## src/rtl/axis_output_manager.sv

```systemverilog
// Result-transfer sequencer: turns data/notification requests into a header, a send_header trigger
// and stable auto-read parameters, then tracks completion with a watchdog.
module axis_output_manager #(
  parameter int                   NUM_OUT_BRAM   = 8,
  parameter int                   BRAM_DEPTH     = 512,
  parameter int                   TIMEOUT_W      = 24,
  parameter logic [TIMEOUT_W-1:0] TIMEOUT_CYCLES = 24'd1_000_000
) (
  input  logic        aclk,
  input  logic        aresetn,
  input  logic        compute_done,
  input  logic        notify_req,
  input  logic [7:0]  layer_id,
  input  logic [3:0]  out_bram_count,
  input  logic [15:0] out_addr_count,
  input  logic [15:0] status_code,
  input  logic        read_done,
  input  logic        m_axis_tvalid,
  input  logic        m_axis_tready,
  input  logic        m_axis_tlast,
  input  logic        clear_errors,
  output logic [15:0] header_word_0,
  output logic [15:0] header_word_1,
  output logic [15:0] header_word_2,
  output logic [15:0] header_word_3,
  output logic [15:0] header_word_4,
  output logic [15:0] header_word_5,
  output logic        send_header,
  output logic        notification_only,
  output logic [2:0]  rd_bram_end,
  output logic [15:0] rd_addr_count,
  output logic        busy,
  output logic        transfer_done,
  output logic        xfer_aborted,
  output logic [15:0] seq_num,
  output logic        err_bad_param,
  output logic        err_overflow,
  output logic        err_timeout
);
  typedef enum logic [2:0] {IDLE, ARM, WAIT_DATA, WAIT_NOTIFY, DONE, GAP} state_t;

  localparam logic [3:0]           MAX_BRAM  = 4'(NUM_OUT_BRAM);
  localparam logic [15:0]          MAX_DEPTH = 16'(BRAM_DEPTH);
  localparam logic [TIMEOUT_W-1:0] WD_LAST   = TIMEOUT_CYCLES - 1'b1;

  state_t state, state_nxt;
  logic   d_pend, n_pend;
  logic [7:0]  d_layer_q, n_layer_q;
  logic [3:0]  d_cnt_q;
  logic [15:0] d_addr_q, n_status_q;
  logic [TIMEOUT_W-1:0] wd_cnt;

  logic params_ok, d_live, bad_req, idle, in_wait, aborted;
  logic use_data, use_note, d_cons, d_direct, n_cons, n_direct;
  logic d_store, d_ovf, n_store, n_ovf;
  logic [7:0]  d_layer_sel, n_layer_sel;
  logic [3:0]  d_cnt_sel;
  logic [15:0] d_addr_sel, n_status_sel;
  logic [19:0] prod;

  // Request arbitration: pending slot beats live input, data beats notification.
  assign params_ok = (out_bram_count != 4'd0) && (out_bram_count <= MAX_BRAM) &&
                     (out_addr_count != 16'd0) && (out_addr_count <= MAX_DEPTH);
  assign d_live   = compute_done & params_ok;
  assign bad_req  = compute_done & ~params_ok;
  assign idle     = (state == IDLE);
  assign in_wait  = (state == WAIT_DATA) || (state == WAIT_NOTIFY);
  assign use_data = idle & (d_pend | d_live);
  assign use_note = idle & ~(d_pend | d_live) & (n_pend | notify_req);
  assign d_cons   = idle & d_pend;
  assign d_direct = idle & ~d_pend & d_live;
  assign n_cons   = use_note & n_pend;
  assign n_direct = use_note & ~n_pend & notify_req;
  assign d_store  = d_live & ~d_direct & (~d_pend | d_cons);
  assign d_ovf    = d_live & ~d_direct & d_pend & ~d_cons;
  assign n_store  = notify_req & ~n_direct & (~n_pend | n_cons);
  assign n_ovf    = notify_req & ~n_direct & n_pend & ~n_cons;

  assign d_layer_sel  = d_pend ? d_layer_q  : layer_id;
  assign d_cnt_sel    = d_pend ? d_cnt_q    : out_bram_count;
  assign d_addr_sel   = d_pend ? d_addr_q   : out_addr_count;
  assign n_layer_sel  = n_pend ? n_layer_q  : layer_id;
  assign n_status_sel = n_pend ? n_status_q : status_code;
  assign prod         = 20'(d_cnt_sel) * 20'(d_addr_sel);

  always_ff @(posedge aclk or negedge aresetn)
    if (!aresetn) state <= IDLE;
    else          state <= state_nxt;

  always_comb begin
    state_nxt = state;
    case (state)
      IDLE:        if (use_data | use_note) state_nxt = ARM;
      ARM:         state_nxt = notification_only ? WAIT_NOTIFY : WAIT_DATA;
      WAIT_DATA:   if (read_done) state_nxt = DONE;
                   else if (wd_cnt == WD_LAST) state_nxt = GAP;
      WAIT_NOTIFY: if (m_axis_tvalid & m_axis_tready & m_axis_tlast) state_nxt = DONE;
                   else if (wd_cnt == WD_LAST) state_nxt = GAP;
      DONE:        state_nxt = GAP;
      GAP:         state_nxt = IDLE;
      default:     state_nxt = IDLE;
    endcase
  end

  always_comb begin
    send_header   = (state == ARM);
    transfer_done = (state == DONE);
    busy          = (state != IDLE);
  end

  assign aborted = in_wait && (state_nxt == GAP);

  always_ff @(posedge aclk or negedge aresetn)
    if (!aresetn) begin
      d_pend <= 1'b0; d_layer_q <= '0; d_cnt_q <= '0; d_addr_q <= '0;
      n_pend <= 1'b0; n_layer_q <= '0; n_status_q <= '0;
    end else begin
      if (d_store) begin
        d_pend <= 1'b1; d_layer_q <= layer_id; d_cnt_q <= out_bram_count; d_addr_q <= out_addr_count;
      end else if (d_cons) d_pend <= 1'b0;
      if (n_store) begin
        n_pend <= 1'b1; n_layer_q <= layer_id; n_status_q <= status_code;
      end else if (n_cons) n_pend <= 1'b0;
    end

  // Header and read parameters latch on the IDLE->ARM step and hold until the next launch.
  always_ff @(posedge aclk or negedge aresetn)
    if (!aresetn) begin
      header_word_0 <= '0; header_word_1 <= '0; header_word_2 <= '0;
      header_word_3 <= '0; header_word_4 <= '0; header_word_5 <= '0;
      rd_bram_end <= '0; rd_addr_count <= '0; notification_only <= 1'b0;
    end else if (use_data) begin
      header_word_0 <= 16'hC0DE;           header_word_1 <= {8'h01, d_layer_sel};
      header_word_2 <= seq_num;            header_word_3 <= {12'd0, d_cnt_sel};
      header_word_4 <= d_addr_sel;         header_word_5 <= prod[15:0];
      rd_bram_end   <= 3'(d_cnt_sel - 4'd1);
      rd_addr_count <= d_addr_sel;         notification_only <= 1'b0;
    end else if (use_note) begin
      header_word_0 <= 16'hC0DE;           header_word_1 <= {8'h02, n_layer_sel};
      header_word_2 <= seq_num;            header_word_3 <= '0;
      header_word_4 <= '0;                 header_word_5 <= n_status_sel;
      rd_bram_end   <= '0;                 rd_addr_count <= '0;
      notification_only <= 1'b1;
    end else if (state_nxt == GAP) notification_only <= 1'b0;

  always_ff @(posedge aclk or negedge aresetn)
    if (!aresetn) begin
      wd_cnt <= '0; seq_num <= '0; xfer_aborted <= 1'b0;
      err_bad_param <= 1'b0; err_overflow <= 1'b0; err_timeout <= 1'b0;
    end else begin
      wd_cnt       <= in_wait ? wd_cnt + 1'b1 : '0;
      xfer_aborted <= aborted;
      if (state == DONE) seq_num <= seq_num + 16'd1;
      // A new error in the same cycle as clear_errors stays set.
      err_bad_param <= bad_req         | (err_bad_param & ~clear_errors);
      err_overflow  <= (d_ovf | n_ovf) | (err_overflow  & ~clear_errors);
      err_timeout   <= aborted         | (err_timeout   & ~clear_errors);
    end
endmodule

```

## config.mk

```make
export PLATFORM = sky130hd
export DESIGN_NAME = axis_output_manager
export DESIGN_NICKNAME = d
export VERILOG_FILES = /design/src/rtl/axis_output_manager.sv
export SDC_FILE = /design/constraint.sdc
export NUM_CORES = 1
export LEC_CHECK = 0
export ABC_AREA = 0
export CAP_MARGIN = 5
export CORE_ASPECT_RATIO = 1.25
export CORE_MARGIN = 2
export CORE_UTILIZATION = 24
export DETAILED_ROUTE_END_ITERATION = 10
export GPL_TIMING_DRIVEN = 1
export SYNTH_ARGS = -nofsm -noshare
export SYNTH_HDL_FRONTEND = slang
export SYNTH_SLANG_ARGS = --single-unit
export TNS_END_PERCENT = 1
```

## constraint.sdc

```tcl
create_clock -name aclk -period 6.2 [get_ports aclk]
set_clock_uncertainty 0.05 [all_clocks]
set_input_delay 0.93 -clock aclk [delete_from_list [all_inputs] [get_ports aclk]]
set_output_delay 0.93 -clock aclk [all_outputs]
set_load 0.02 [all_outputs]
```

==> results of run 1 <==
worst min path at each step:
stage / end / start
3_5_place_dp: header_word_2[5] / header_word_2[5]
3_3_place_gp: header_word_2[9] / header_word_2[9]
5_1_grt: header_word_2[2] / aresetn
4_1_cts: header_word_2[2] / aresetn
2_1_floorplan: d_addr_q[10] / d_addr_q[10]
6_report: err_bad_param / aresetn
layer usage:
metal	vias to the layer above	GRT usage (%)
li1	3348	-
met1	3473	14.93
met2	167	23.58
met3	16	2.409
met4	0	2.732
met5	-	0
cell usage in the layout, fill, tap and decap left out, types with 5 or more instances in the layout:
cell type          n
dfrtp_1          168
clkdlybuf4s50_1  164
nand2_1          114
nor2_1            72
inv_1             54
o21ai_0           49
mux2_2            49
mux2i_1           37
nand3_1           30
conb_1            26
xnor2_1           25
fa_1              25
xor2_1            22
mux2_4            20
ha_1              19
clkbuf_16         17
a21oi_1           16
nand4_1           14
buf_4             14
or2_2             11
a31oi_1           11
nor3_1             9
a21o_1             9
and2_1             8
nor2b_1            7
and3_1             7
and4_1             6
o22ai_1            6
inv_6              6
or3_1              5
o32ai_1            5
final cells by class:
cell class / instances / share of cell area (%)
multi-input cells: 645 / 38.57
flip-flops and latches: 168 / 34.75
repair buffers: 179 / 14.53
well taps: 498 / 5.150
clock buffers: 18 / 3.630
clock inverters: 14 / 1.696
inverters: 54 / 1.675
state kept, by name, indices dropped and copies added, names as in the netlist:
name,count
d_addr_q,16
d_cnt_q,4
d_layer_q,8
d_pend,1
err_bad_param,1
err_overflow,1
err_timeout,1
header_word_0,1
header_word_1,10
header_word_2,16
header_word_3,4
header_word_5,16
n_layer_q,8
n_pend,1
n_status_q,16
notification_only,1
rd_addr_count,16
rd_bram_end,3
seq_num,16
state,3
wd_cnt,24
xfer_aborted,1
power by group through the flow:
stage / Combinational [mW] / Sequential (mW) / Clock, mW
5_1_grt: 1.87 / 1.55 / 1.27
3_5_place_dp: 1.74 / 1.53 / 0
4_1_cts: 1.74 / 1.52 / 1.22
6_report: 1.70 / 1.51 / 1.18
3_3_place_gp: 1.72 / 1.53 / 0
2_1_floorplan: 1.04 / 1.61 / 0
through the flow:
stage,setup WS [ns],instances
after floorplan,1.594,955
after global placement,1.111,1544
after detailed placement,1.032,1544
after CTS,1.477,1576
after global routing,1.114,1576
final,1.435,1576
cells by family (layout without fill, tap and decap cells):
| family | count (synthesis) | in the layout |
|---|---|---|
| AO/OA/AOI/OAI | 121 | 121 |
| XOR/XNOR | 48 | 48 |
| adder cells (fa/ha/maj) | 44 | 44 |
| buffers and inverters | 142 | 265 |
| flip-flops | 168 | 168 |
| multiplexers | 106 | 106 |
| other | 1 | 26 |
| AND/OR/NAND/NOR | 300 | 300 |
worst max-delay path, stage by stage:
cell and delay (ns):
clkdlybuf4s50_1 0.50, mux2i_1 0.55, buf_4 0.28, nor2_1 0.08
fa_1 0.52, inv_1 0.05, fa_1 0.53, inv_1 0.04
ha_1 0.35, a21oi_1 0.22, nand2_1 0.08, a21oi_1 0.29
a21oi_1 0.13, or3_1 0.36, o221ai_1 0.14
synthesized netlist by cell type (all sizes together) (25+ instances only):
master,count
buf,60
clkbuf,28
dfrtp,168
fa,25
inv,54
mux2,69
mux2i,37
nand2,114
nand3,31
nor2,73
o21ai,50
xnor2,25
==> key figures, run 1 <==
Timing
  • Count of final max-slew check failures: 0
  • RSZ-0062 raised after global routing: false
  • Setup violators final: 0
  • Highest Clock Rate: between 200 and 250 MHz
  • Slew margin rel.: a little under a quarter
  • Tcrit/Tclk final: 76.86%
  • Setup tns final: 0 ns
  • Final Hold Viols: 0
  • Worst slew pin tran: 1.143 ns
  • Hold slack: about 0.33 ns
  • Minimum clock period: approximately 4.8 ns

Setup path
  • CP endpoint: header_word_5[15]
  • Reg2Reg Launch Point: d_pend
  • R2R Setup Slk: around 1.5 ns
  • Critical path startpoint category: input pin
  • Crit Path Class: input pin to flip-flop
  • CP Launch Point: out_bram_count[2]
  • R2R depth: 14
  • Critical Path Sink Type: flip-flop
  • CP Data Arrival Time: between 5 and 6 ns
  • Reg2reg end: header_word_5[15]
  • Crit-path max FO: 9
  • Worst Path Required: 6.49 ns

Job
  • Max-cap violations: 0

Logic synthesis
  • EDFF count, synth: 0
  • Mapped Cells: 930
  • Synthesized area per cell: 10.25 um2
  • Top cell type's share of synthesized area: 44.10%
  • Synth top area cells: dfrtp_1 44%, mux2_2 5.8%, fa_1 5.3%, nand2_1 4.5%, mux2i_1 3.9%
  • Post-synthesis compound-gate area fraction: 7.980%
  • Synth Register Bits: between 150 and 200
  • Post-Syn Area: approximately 9500 um2
  • Post-synthesis mux area share: between 10 and 15%
  • Largest family of logic cells by synthesized area: simple AND/OR/NAND/NOR gates
  • Yosys warns: 0
  • Adder-Cell Fraction of Synth Area: 7.744%
  • Post-Synth XOR/XNOR Area: under 10%
  • Sequential cell area fraction in the yosys report: between 40 and 50%
  • Post-synth top area cell: dfrtp_1
  • Main synth FF type: dfrtp_1
  • Distinct cells, synth: 59
  • Simple-gate area share of the yosys netlist: approximately 15%
  • Post-synth ARST share: 100.0%

Drt
  • Highest routed metal layer: met4
  • Antenna Nets Post-Route: 0
  • Drt initial violations: ~340
  • DRC: 0
  • Met2 wire len: between 10 and 15 mm
  • WL met3: between 1 and 1.5 mm
  • Vias per cell: between 4 and 5
  • Wirelength, routed: roughly 26 mm
  • M1 WL: 10.78 mm
  • DR WL/cell: about 16 um
  • Via count: 7004
  • Drt first pass iters: 5

GRT
  • Antenna violations before repair: 0
  • Largest net degree at the start of global routing: 74
  • First-pass GRT wire length: approximately 40 mm
  • Vias in the first global route: 7111
  • GRT Total Usage: approximately an eighth
  • Gr ovfl total: 0

Floorplan
  • Core area: just under 40000 um2
  • Overall die width: roughly 180 um
  • FP Rows: between 80 and 90
  • Number of I/O pins: between 150 and 200
  • Die height: around 230 um
  • Initial Util: between 20 and 25%
  • DIE AREA: a little over 40000 um2

Clocking
  • CTS tree: built
  • Post-CTS Setup Bufs: 0
  • Worst-skew pair later-pin latency: around 0.43 ns
  • Resized cells post-CTS: 0
  • Hold buffer count at cts: 0
  • Clock-pin slew on the worst setup and hold paths: about 0.07 ns
  • Inserted Clock Buffers: 17
  • H-tree depth: 4
  • Clock root buffer: clkbuf_16
  • Clock sinks: about 170
  • Clock tree buffer depth: 2

Power
  • Peak supply drop: approximately 0.20 mV
  • Reg power frac: about a third
  • Clock power frac: 26.9%
  • Comb pwr share: between 30% and 40%
  • Net Switching: around 1.6 mW
  • Tot Pwr: between 4 and 5 mW
  • Cell Pwr Density: ~360 nW/um2
  • Internal: between 2 and 3 mW
  • Leakage power: between 5 and 6 nW
  • Switching Share: 36.04%

Cells and area
  • Multi-input gate area: approximately 4700 um2
  • Fill count: around 4000
  • Final #Nets: around 1200
  • # diodes: 0
  • Post-layout util: between 30% and 40%
  • Layout area overhead: 26.91%
  • Register area: around 4200 um2
  • Finished Cell Area: 12100 um2
  • Layout cells sized above 1: 12.71%

Place
  • IO buf count: 165
  • DP HPWL: slightly below 20 mm
  • Placed instance area: between 10000 and 15000 um2
  • GPL Wtd Cong: approximately 0.82

Outcome
  • Outcome: finished clean

Worst hold path
  • Hold WC Path Type: input pin to asynchronous set/reset pin
Note: power is estimated with default switching activity, not from simulation.
==> run 2, diff against run 1 <==
==> constraint.sdc (replaced) <==
create_clock -name aclk -period 4.7 [get_ports aclk]
set_clock_uncertainty 0.05 [all_clocks]
set_input_delay 0.705 -clock aclk [delete_from_list [all_inputs] [get_ports aclk]]
set_output_delay 0.705 -clock aclk [all_outputs]
set_load 0.02 [all_outputs]
==> key figures, run 2 (same netlist as run 1, synthesis figures left out) <==
Setup path
  • Critical Path Sink Type: flip-flop (unchanged)
  • CP max-delay cell: fa_1 (was mux2i_1)
  • Critical path startpoint category: input pin (unchanged)
  • Reg2Reg Launch Point: d_pend (unchanged)
  • CP Data Arrival Time: 4.66 ns (was 5.06 ns)
  • Slowest stage delay, CP: 0.55 ns (about the same)
  • Crit-path max FO: 8 (was 9)
  • Cell chain of the critical path: clkdlybuf4s50_1 -> mux2i_2 -> buf_4 -> or2_2 -> fa_1 -> fa_1 -> inv_1 -> ha_1 -> a21oi_1 -> nor2_1 -> o2111ai_1 -> a21oi_1 -> or3_1 -> o221ai_1 (was clkdlybuf4s50_1 -> mux2i_1 -> buf_4 -> nor2_1 -> fa_1 -> inv_1 -> fa_1 -> inv_1 -> ha_1 -> a21oi_1 -> nand2_1 -> a21oi_1 -> a21oi_1 -> or3_1 -> o221ai_1)
  • Crit Path Class: input pin to flip-flop (unchanged)
  • Worst Path Required: 4.99 ns (was 6.49 ns)
  • Reg2reg end: header_word_5[15] (unchanged)
  • R2R Setup Slk: 0.37 ns (was 1.50 ns)
  • R2R depth: 16 (was 14)

Place
  • GPL Wtd Cong: 0.8227 (was 0.8155)
  • Dpl cells: 1578 (was 1544)
  • DP HPWL: 19.80 mm (was 19.22 mm)
  • IO buf count: 165 (unchanged)
  • Pre-CTS WS: -0.2167 ns (was 1.032 ns)

GRT
  • GRT Total Usage: 13.00% (was 12.62%)
  • First-pass GRT wire length: 41.50 mm (was 40.17 mm)
  • Largest net degree at the start of global routing: 99 (was 74)
  • Antenna violations before repair: 1 (was 0)
  • Vias in the first global route: 7439 (was 7111)
  • Gr ovfl total: 0 (unchanged)

Clocking
  • Clock tree buffer depth: 2 (unchanged)
  • Hold buffer count at cts: 0 (unchanged)
  • Inserted Clock Buffers: 17 (unchanged)
  • H-tree depth: 4 (unchanged)
  • Clock sinks: 168 (unchanged)
  • Clock-pin slew on the worst setup and hold paths: 0.07 ns (about the same)
  • Worst-skew pair later-pin latency: 0.44 ns (was 0.43 ns)
  • Post-CTS Setup Bufs: 0 (unchanged)
  • Resized cells post-CTS: 0 (unchanged)
  • CTS tree: built (unchanged)
  • Clock root buffer: clkbuf_16 (unchanged)

Timing
  • Highest Clock Rate: approximately 230 MHz
  • Count of final max-slew check failures: 0 (unchanged)
  • Slew margin rel.: 35.17% (was 23.79%)
  • Setup ws final: 0.3306 ns (was 1.435 ns)
  • Worst slew pin tran: 0.9724 ns (was 1.143 ns)
  • Setup violators final: 0 (unchanged)
  • Minimum clock period: 4.369 ns
  • Tcrit/Tclk final: between 90% and 100%
  • Final Hold Viols: 0 (unchanged)
  • RSZ-0062 raised after global routing: false (unchanged)
  • Hold slack: 0.2989 ns (was 0.3331 ns)

Floorplan
  • Overall die width: 182.3 um (unchanged)
  • DIE AREA: 41340 um2 (unchanged)
  • Core area: 39120 um2 (unchanged)
  • Number of I/O pins: 192 (unchanged)
  • Initial Util: 24.37% (unchanged)
  • FP Rows: 81 (unchanged)
  • Die height: 226.8 um (unchanged)

Drt
  • Via count: 7168 (was 7004)
  • Drt first pass iters: 4 (was 5)
  • Drt initial violations: 397 (was 336)
  • DR WL/cell: 16.25 um (was 16.30 um)
  • DRC: 0 (unchanged)
  • Antenna Nets Post-Route: 0 (unchanged)
  • Vias per cell: 4.449 (was 4.444)
  • Wirelength, routed: 26.18 mm (was 25.68 mm)

Power
  • Tot Pwr: 5.815 mW (was 4.400 mW)
  • Leakage power: 5.604 nW (was 5.433 nW)
  • Peak supply drop: 0.3061 mV (was 0.1972 mV)
  • Cell Pwr Density: 470.2 nW/um2 (was 363.7 nW/um2)

Cells and area
  • Final #Nets: 1196 (was 1162)
  • Final cell count without fillers: 1611 (was 1576)
  • Register area: 4204 um2 (unchanged)
  • Highest-count cells in the layout ignoring fill and taps: 168 x dfrtp_1, 164 x clkdlybuf4s50_1, 114 x nand2_1, 72 x nor2_1, 54 x inv_1 (unchanged)
  • Flip-flop count of the largest register after layout: 24 (unchanged)
  • Fill count: 4044 (was 4022)
  • Largest register by flop count: wd_cnt (unchanged)
  • Layout cells sized above 1: 15.47% (was 12.71%)
  • Multi-input gate area: 4669 um2 (was 4666 um2)
  • Layout area overhead: 29.73% (was 26.91%)
  • Most common cell after layout, fill and taps aside: dfrtp_1 (unchanged)

Job
  • Max-cap violations: 0 (unchanged)

Worst hold path
  • Hold WC Path Type: input pin to asynchronous set/reset pin (unchanged)

Outcome
  • Outcome: finished clean (unchanged)
run 2: cell count changes in the layout (fill, tap and decap cells not counted):
| cell | delta |
|---|---|
| buf_4 | +32 |
| clkinv_2 | -1 |
| inv_8 | +4 |
| mux2i_2 | +1 |
| clkinv_8 | +4 |
| bufinv_16 | -3 |
| inv_12 | +1 |
| buf_12 | +2 |
| inv_6 | -4 |
| diode_2 | +1 |
| mux2i_1 | -1 |
| clkbuf_8 | -1 |
run 2: layout make-up:
cell class | instances | area share (%)
tap | 498 | 5.038
inverter | 54 | 1.639
timing repair buffer | 213 | 16.48
sequential | 168 | 33.99
clock inverter | 15 | 1.629
multi-input combinational | 645 | 37.76
antenna | 1 | 0.02023
clock buffer | 17 | 3.440
run 2: critical path: cells and delay by family:
family,cells,cell delay (ns)
adder cells (fa/ha/maj),3,1.37
AND/OR/NAND/NOR,3,0.77
multiplexers,1,0.19
buffers and inverters,3,0.80
AO/OA/AOI/OAI,4,0.83
run 2: stage by stage:
stage	area [um2]	utilization, %	TNS (ns)
detailed placement	11730	29.99	-0.9277
global placement	11730	29.99	-0.4373
CTS	12360	31.60	0
floorplan	9627	-	0
finish	12370	31.61	0
global route	12370	31.61	0
run 2: worst max path at each step:
stage                      startpoint                end  slack (ns)  depth (start not counted)
floorplan                      d_pend  header_word_5[15]        0.09                         18
global placement    out_bram_count[3]   header_word_5[7]       -0.18                         16
detailed placement  out_bram_count[3]   header_word_5[7]       -0.22                         16
CTS                 out_bram_count[3]   header_word_5[7]        0.25                         15
global route        out_bram_count[3]  header_word_5[13]        0.14                         15
finish              out_bram_count[3]  header_word_5[15]        0.33                         14
run 2: where the power goes:
part / total, mW / switching [mW] / internal [mW]
Sequential: 1.97 / 0.215 / 1.75
Clock: 1.49 / 0.709 / 0.777
Combinational: 2.36 / 1.27 / 1.10
run 2: layer usage:
layer  track usage [%]  vias up  part of all wire, %
met5                 0        -                    0
met1             15.12     3567                   41
li1                  -     3420                    -
met3             2.634       18                  3.7
met4             3.278        0                 0.87
met2             24.28      163                   54
==> RTL edit 1: new RTL, config.mk and constraints of run 2 <==
Change the parameter `TIMEOUT_W` from 24 to 20.
--- a/src/rtl/axis_output_manager.sv
+++ b/src/rtl/axis_output_manager.sv
@@ -3,7 +3,7 @@
 module axis_output_manager #(
   parameter int                   NUM_OUT_BRAM   = 8,
   parameter int                   BRAM_DEPTH     = 512,
-  parameter int                   TIMEOUT_W      = 24,
+  parameter int                   TIMEOUT_W      = 20,
   parameter logic [TIMEOUT_W-1:0] TIMEOUT_CYCLES = 24'd1_000_000
 ) (
   input  logic        aclk,
Formal check against the unedited RTL: same outputs for any inputs over 4 cycles, from zero or initial values and one cycle with aresetn low; that may be too few to reach the edited logic, so the function may still have changed.
==> RTL edit 1 against run 2 <==
Final area fell by 2.9%; sequential cell count fell by 4; sequential share of layout area rose by 0.18 points; setup slack improved by 0.066 ns; maximum frequency rose by 1.5%; wire length fell by 5.0%; critical path depth fell by 1; power fell by 2.4%; clock power barely moved; sequential power fell by 2%; combinational power fell by 4%; synthesized area fell by 2.8%; critical path type unchanged; highest routed layer unchanged.
==> RTL edit 1: results (changes against run 2) <==
stage,metric,value,unit,change
status,outcome,"complete, no violations",,
grt,GR Util met1,15.79,%,+0.67 points
grt,vias in the first global route,7002,,-5.9%
critical_path,Crit Path Max Fanout,5,,-3
cells_and_area,fill count,3876,,-4.2%
sta,crit share post-route,91.57,%,-1.4 points
yosys,"Distinct cells, synth",62,,+5.1%
power,P_leak,5.361,nW,-4.3%
grt,GR Util met2,21.54,%,-2.7 points
cells_and_area,fraction of layout cells with a size suffix above 1,14.29,%,-1.2 points
place,hpwl dp,18330,um,-7.4%
critical_path,arrival time worst endpoint,4.55,ns,-0.11 ns
floorplan,Die W,179.7,um,-1.4%
power,peak supply drop,0.0002659,V,-13%
routing,Via density,4.404,,-1.0%
place,Placer Congestion,0.7855,,-4.5%
grt,grt met3 use,2.910,%,+0.28 points
routing,Pre-antenna DRT Iters,5,,+1
critical_path,R2R Setup Slk,0.51,ns,+0.14 ns
routing,DRT iter0 DRCs,361,,-9.1%
grt,first-pass GRT wire length,39630,um,-4.5%
sta,Worst Max-Slew Pin Slew,1.064,ns,+0.09202 ns
grt,Tot GR Track Use,12.68,%,-0.31 points
cells_and_area,Final Net Count,1169,,-2.3%
routing,DRT Wirelength,24880,um,-5.0%
yosys,register area share after synthesis,44.30,%,+0.20 points
grt,largest net degree at the start of global routing,109,,+10%
routing,met3 WL,904,um,-7.7%
yosys,commonest cells in the netlist,"164 x dfrtp_1, 121 x nand2_1, 78 x nor2_1, 56 x mux2_2, 51 x inv_1",,
## RTL edit 1: metrics by stage
stage          TNS [ns]  instance area (um2)
3_5_place_dp    -0.1579                11390
4_1_cts               0                12010
5_1_grt               0                12010
6_report              0                12010
3_3_place_gp   -0.06063                11390
2_1_floorplan         0                 9358
## RTL edit 1: kinds of logic (layout without fill, tap and decap cells)
| logic type | after synthesis | after routing | share of synthesized area (%) |
|---|---|---|---|
| other | 1 | 27 | 0.04048 |
| XOR/XNOR | 49 | 49 | 4.781 |
| multiplexers | 95 | 95 | 11.05 |
| AND/OR/NAND/NOR | 303 | 303 | 15.18 |
| AO/OA/AOI/OAI | 116 | 116 | 8.415 |
| buffers and inverters | 141 | 287 | 8.158 |
| flip-flops | 164 | 164 | 44.30 |
| adder cells (fa/ha/maj) | 45 | 45 | 8.077 |
## RTL edit 1: area by class of cell
| type | count | area, um2 | share of cell area, % |
|---|---|---|---|
| timing repair buffer | 204 | 1971 | 16.40 |
| inverter | 51 | 191.4 | 1.593 |
| clock buffer | 19 | 452.9 | 3.770 |
| multi-input combinational | 634 | 4512 | 37.55 |
| sequential | 164 | 4105 | 34.17 |
| tap | 492 | 615.6 | 5.124 |
| antenna | 1 | 2.502 | 0.02083 |
| clock inverter | 13 | 163.9 | 1.364 |
## RTL edit 1: power by group
| part | switching, mW | total [mW] | internal (mW) |
|---|---|---|---|
| Combinational | 1.24 | 2.26 | 1.01 |
| Clock | 0.662 | 1.49 | 0.831 |
| Sequential | 0.209 | 1.93 | 1.72 |
## RTL edit 1: worst paths after layout
path                                endpoint  cells after the start
min                               wd_cnt[14]                      1
max                        header_word_5[12]                     13
max reg2reg                header_word_5[12]                     14
min reg2reg                 header_word_2[3]                      2
min in group aclk           header_word_2[3]                      2
max in group asynchronous             d_pend                      2
==> RTL edit 2: new RTL, settings of run 2 <==
Without the edit above. The 6 states of `state_t` get a Gray code encoding in 3 bits.
--- a/src/rtl/axis_output_manager.sv
+++ b/src/rtl/axis_output_manager.sv
@@ -37,7 +37,7 @@
   output logic        err_overflow,
   output logic        err_timeout
 );
-  typedef enum logic [2:0] {IDLE, ARM, WAIT_DATA, WAIT_NOTIFY, DONE, GAP} state_t;
+  typedef enum logic [2:0] {IDLE = 3'b000, ARM = 3'b001, WAIT_DATA = 3'b011, WAIT_NOTIFY = 3'b010, DONE = 3'b110, GAP = 3'b111} state_t;
 
   localparam logic [3:0]           MAX_BRAM  = 4'(NUM_OUT_BRAM);
   localparam logic [15:0]          MAX_DEPTH = 16'(BRAM_DEPTH);
Check against the original RTL: same outputs for any inputs over 4 cycles, from zero or initial values and one cycle with aresetn low; so few cycles prove little.
==> RTL edit 2 against run 2 <==
Power fell by 6.7%; setup slack improved by 0.050 ns; wire length fell by 3.1%; final area fell by 1.0%; core utilization fell by 0.24 points; synthesized area fell by 0.50%; sequential cell count did not move; critical endpoint is now header_word_5[13]; largest power group unchanged.
==> RTL edit 2: results (changes against run 2) <==
stage,metric,value,unit,change
sta,worst hold slack,0.2444,ns,-0.05454 ns
critical_path,arrival time worst endpoint,4.60,ns,-0.06 ns
place,Port-buffer cells,165,,unchanged
routing,WL met2,13260,um,-6.1%
yosys,"Distinct cells, synth",66,,+12%
cells_and_area,fraction of layout cells with a size suffix above 1,13.34,%,-2.1 points
cells_and_area,fill count,3987,,-1.4%
run,max-cap violations,0,,unchanged
place,Placer Congestion,0.7982,,-3.0%
power,peak supply drop,0.0002370,V,-23%
routing,Met1 Wirelength,10490,um,-3.3%
grt,grt met3 use,2.281,%,-0.35 points
grt,GR Util met1,15.34,%,+0.22 points
power,Sw Ratio,37.80,%,+0.16 points
place,DP Area,0.01165,mm2,-0.75%
critical_path,Worst R2R Start,d_pend,,
critical_path,FF-to-FF End,header_word_5[13],,
routing,Pre-antenna DRT Iters,4,,unchanged
critical_path,R2R Setup Slk,0.43,ns,+0.06 ns
routing,DRT iter0 DRCs,270,,-32%
clocking,H-tree depth,4,,unchanged
place,placed cell count,1553,,-1.6%
grt,antenna violations before repair,1,,unchanged
sta,Final Critical Period,4.319,ns,-0.05031 ns
clocking,Worst-path clk slew,0.09,ns,+0.02 ns
cells_and_area,Finished Core Util,31.37,%,-0.24 points
routing,met3 WL,1206,um,+23%
sta,Rel. slew slack,45.63,%,+10 points
yosys,Mapped Cells,913,,-1.8%
yosys,register area share after synthesis,44.32,%,+0.22 points
cells_and_area,"non-filler cells, final",1586,,-1.6%
yosys,top post-synthesis cells by area,"dfrtp_1 44%, mux2_2 5.5%, fa_1 5.3%",,
routing,DRT Wirelength,25360,um,-3.1%
power,P_leak,5.396,nW,-3.7%
grt,largest net degree at the start of global routing,89,,-10%
yosys,commonest cells in the netlist,"168 x dfrtp_1, 80 x nor2_1, 73 x nand2_1, 54 x inv_1, 53 x buf_4",,
grt,Tot GR Track Use,12.64,%,-0.36 points
grt,vias in the first global route,7228,,-2.8%
status,outcome,"complete, no violations",,
cells_and_area,Final Net Count,1171,,-2.1%
clocking,Worst-Skew Late Latency,0.44,ns,about the same
routing,DR vias,7091,,-1.1%
grt,GR Util met2,22.77,%,-1.5 points
place,Post-Place Worst Slack,-0.05712,ns,+0.1596 ns
grt,first-pass GRT wire length,40540,um,-2.3%
place,hpwl dp,19230,um,-2.9%
critical_path,Crit Path Max Fanout,4,,-4
-- RTL edit 2: cell count changes after synthesis, moves of 6 or more --
| cell | change |
|---|---|
| nand2_1 | -41 |
| a211oi_1 | +10 |
| mux2_4 | -20 |
| mux2_1 | +20 |
| a221oi_1 | +8 |
| mux2i_1 | -8 |
| nor2b_1 | +6 |
| a21oi_1 | +11 |
| and2_1 | +7 |
| nor2_1 | +7 |
| a32oi_1 | +7 |
| nand3_1 | -9 |
| nor3_1 | -7 |
-- RTL edit 2: cell families (layout without fill, tap and decap cells) --
family                     Yosys count  count (layout)  share of synthesized area (%)
AOI/OAI and AO/OA                  145             145                          10.14
xor gates and xnor gates            47              47                          4.485
adders and majority gates           44              44                          7.783
buffers and inverters              144             293                          8.191
DFF                                168             168                          44.32
muxes                               96              96                          11.13
other                                1              27                        0.03953
and+or+nand+nor                    268             268                          13.90
-- RTL edit 2: cell type report --
type / count / share of cell area, %
multi-input combinational: 626 / 37.58
sequential: 168 / 34.35
timing repair buffer: 207 / 16.49
tap: 498 / 5.090
clock buffer: 18 / 3.588
inverter: 54 / 1.656
clock inverter: 14 / 1.237
antenna: 1 / 0.02044
-- RTL edit 2: repair_timing --
action,CTS,global route
endpoints found under the setup margin,0,2
gates resized for setup,0,1
setup buffers,0,0
-- RTL edit 2: power by group through the flow --
| stage | Sequential, mW | Combinational (mW) | Clock [mW] |
|---|---|---|---|
| 2_1_floorplan | 2.08 | 1.17 | 0 |
| 3_3_place_gp | 1.96 | 2.05 | 0 |
| 3_5_place_dp | 1.98 | 2.08 | 0 |
| 4_1_cts | 1.95 | 2.09 | 1.48 |
| 5_1_grt | 1.99 | 2.26 | 1.54 |
| 6_report | 1.95 | 2.05 | 1.42 |
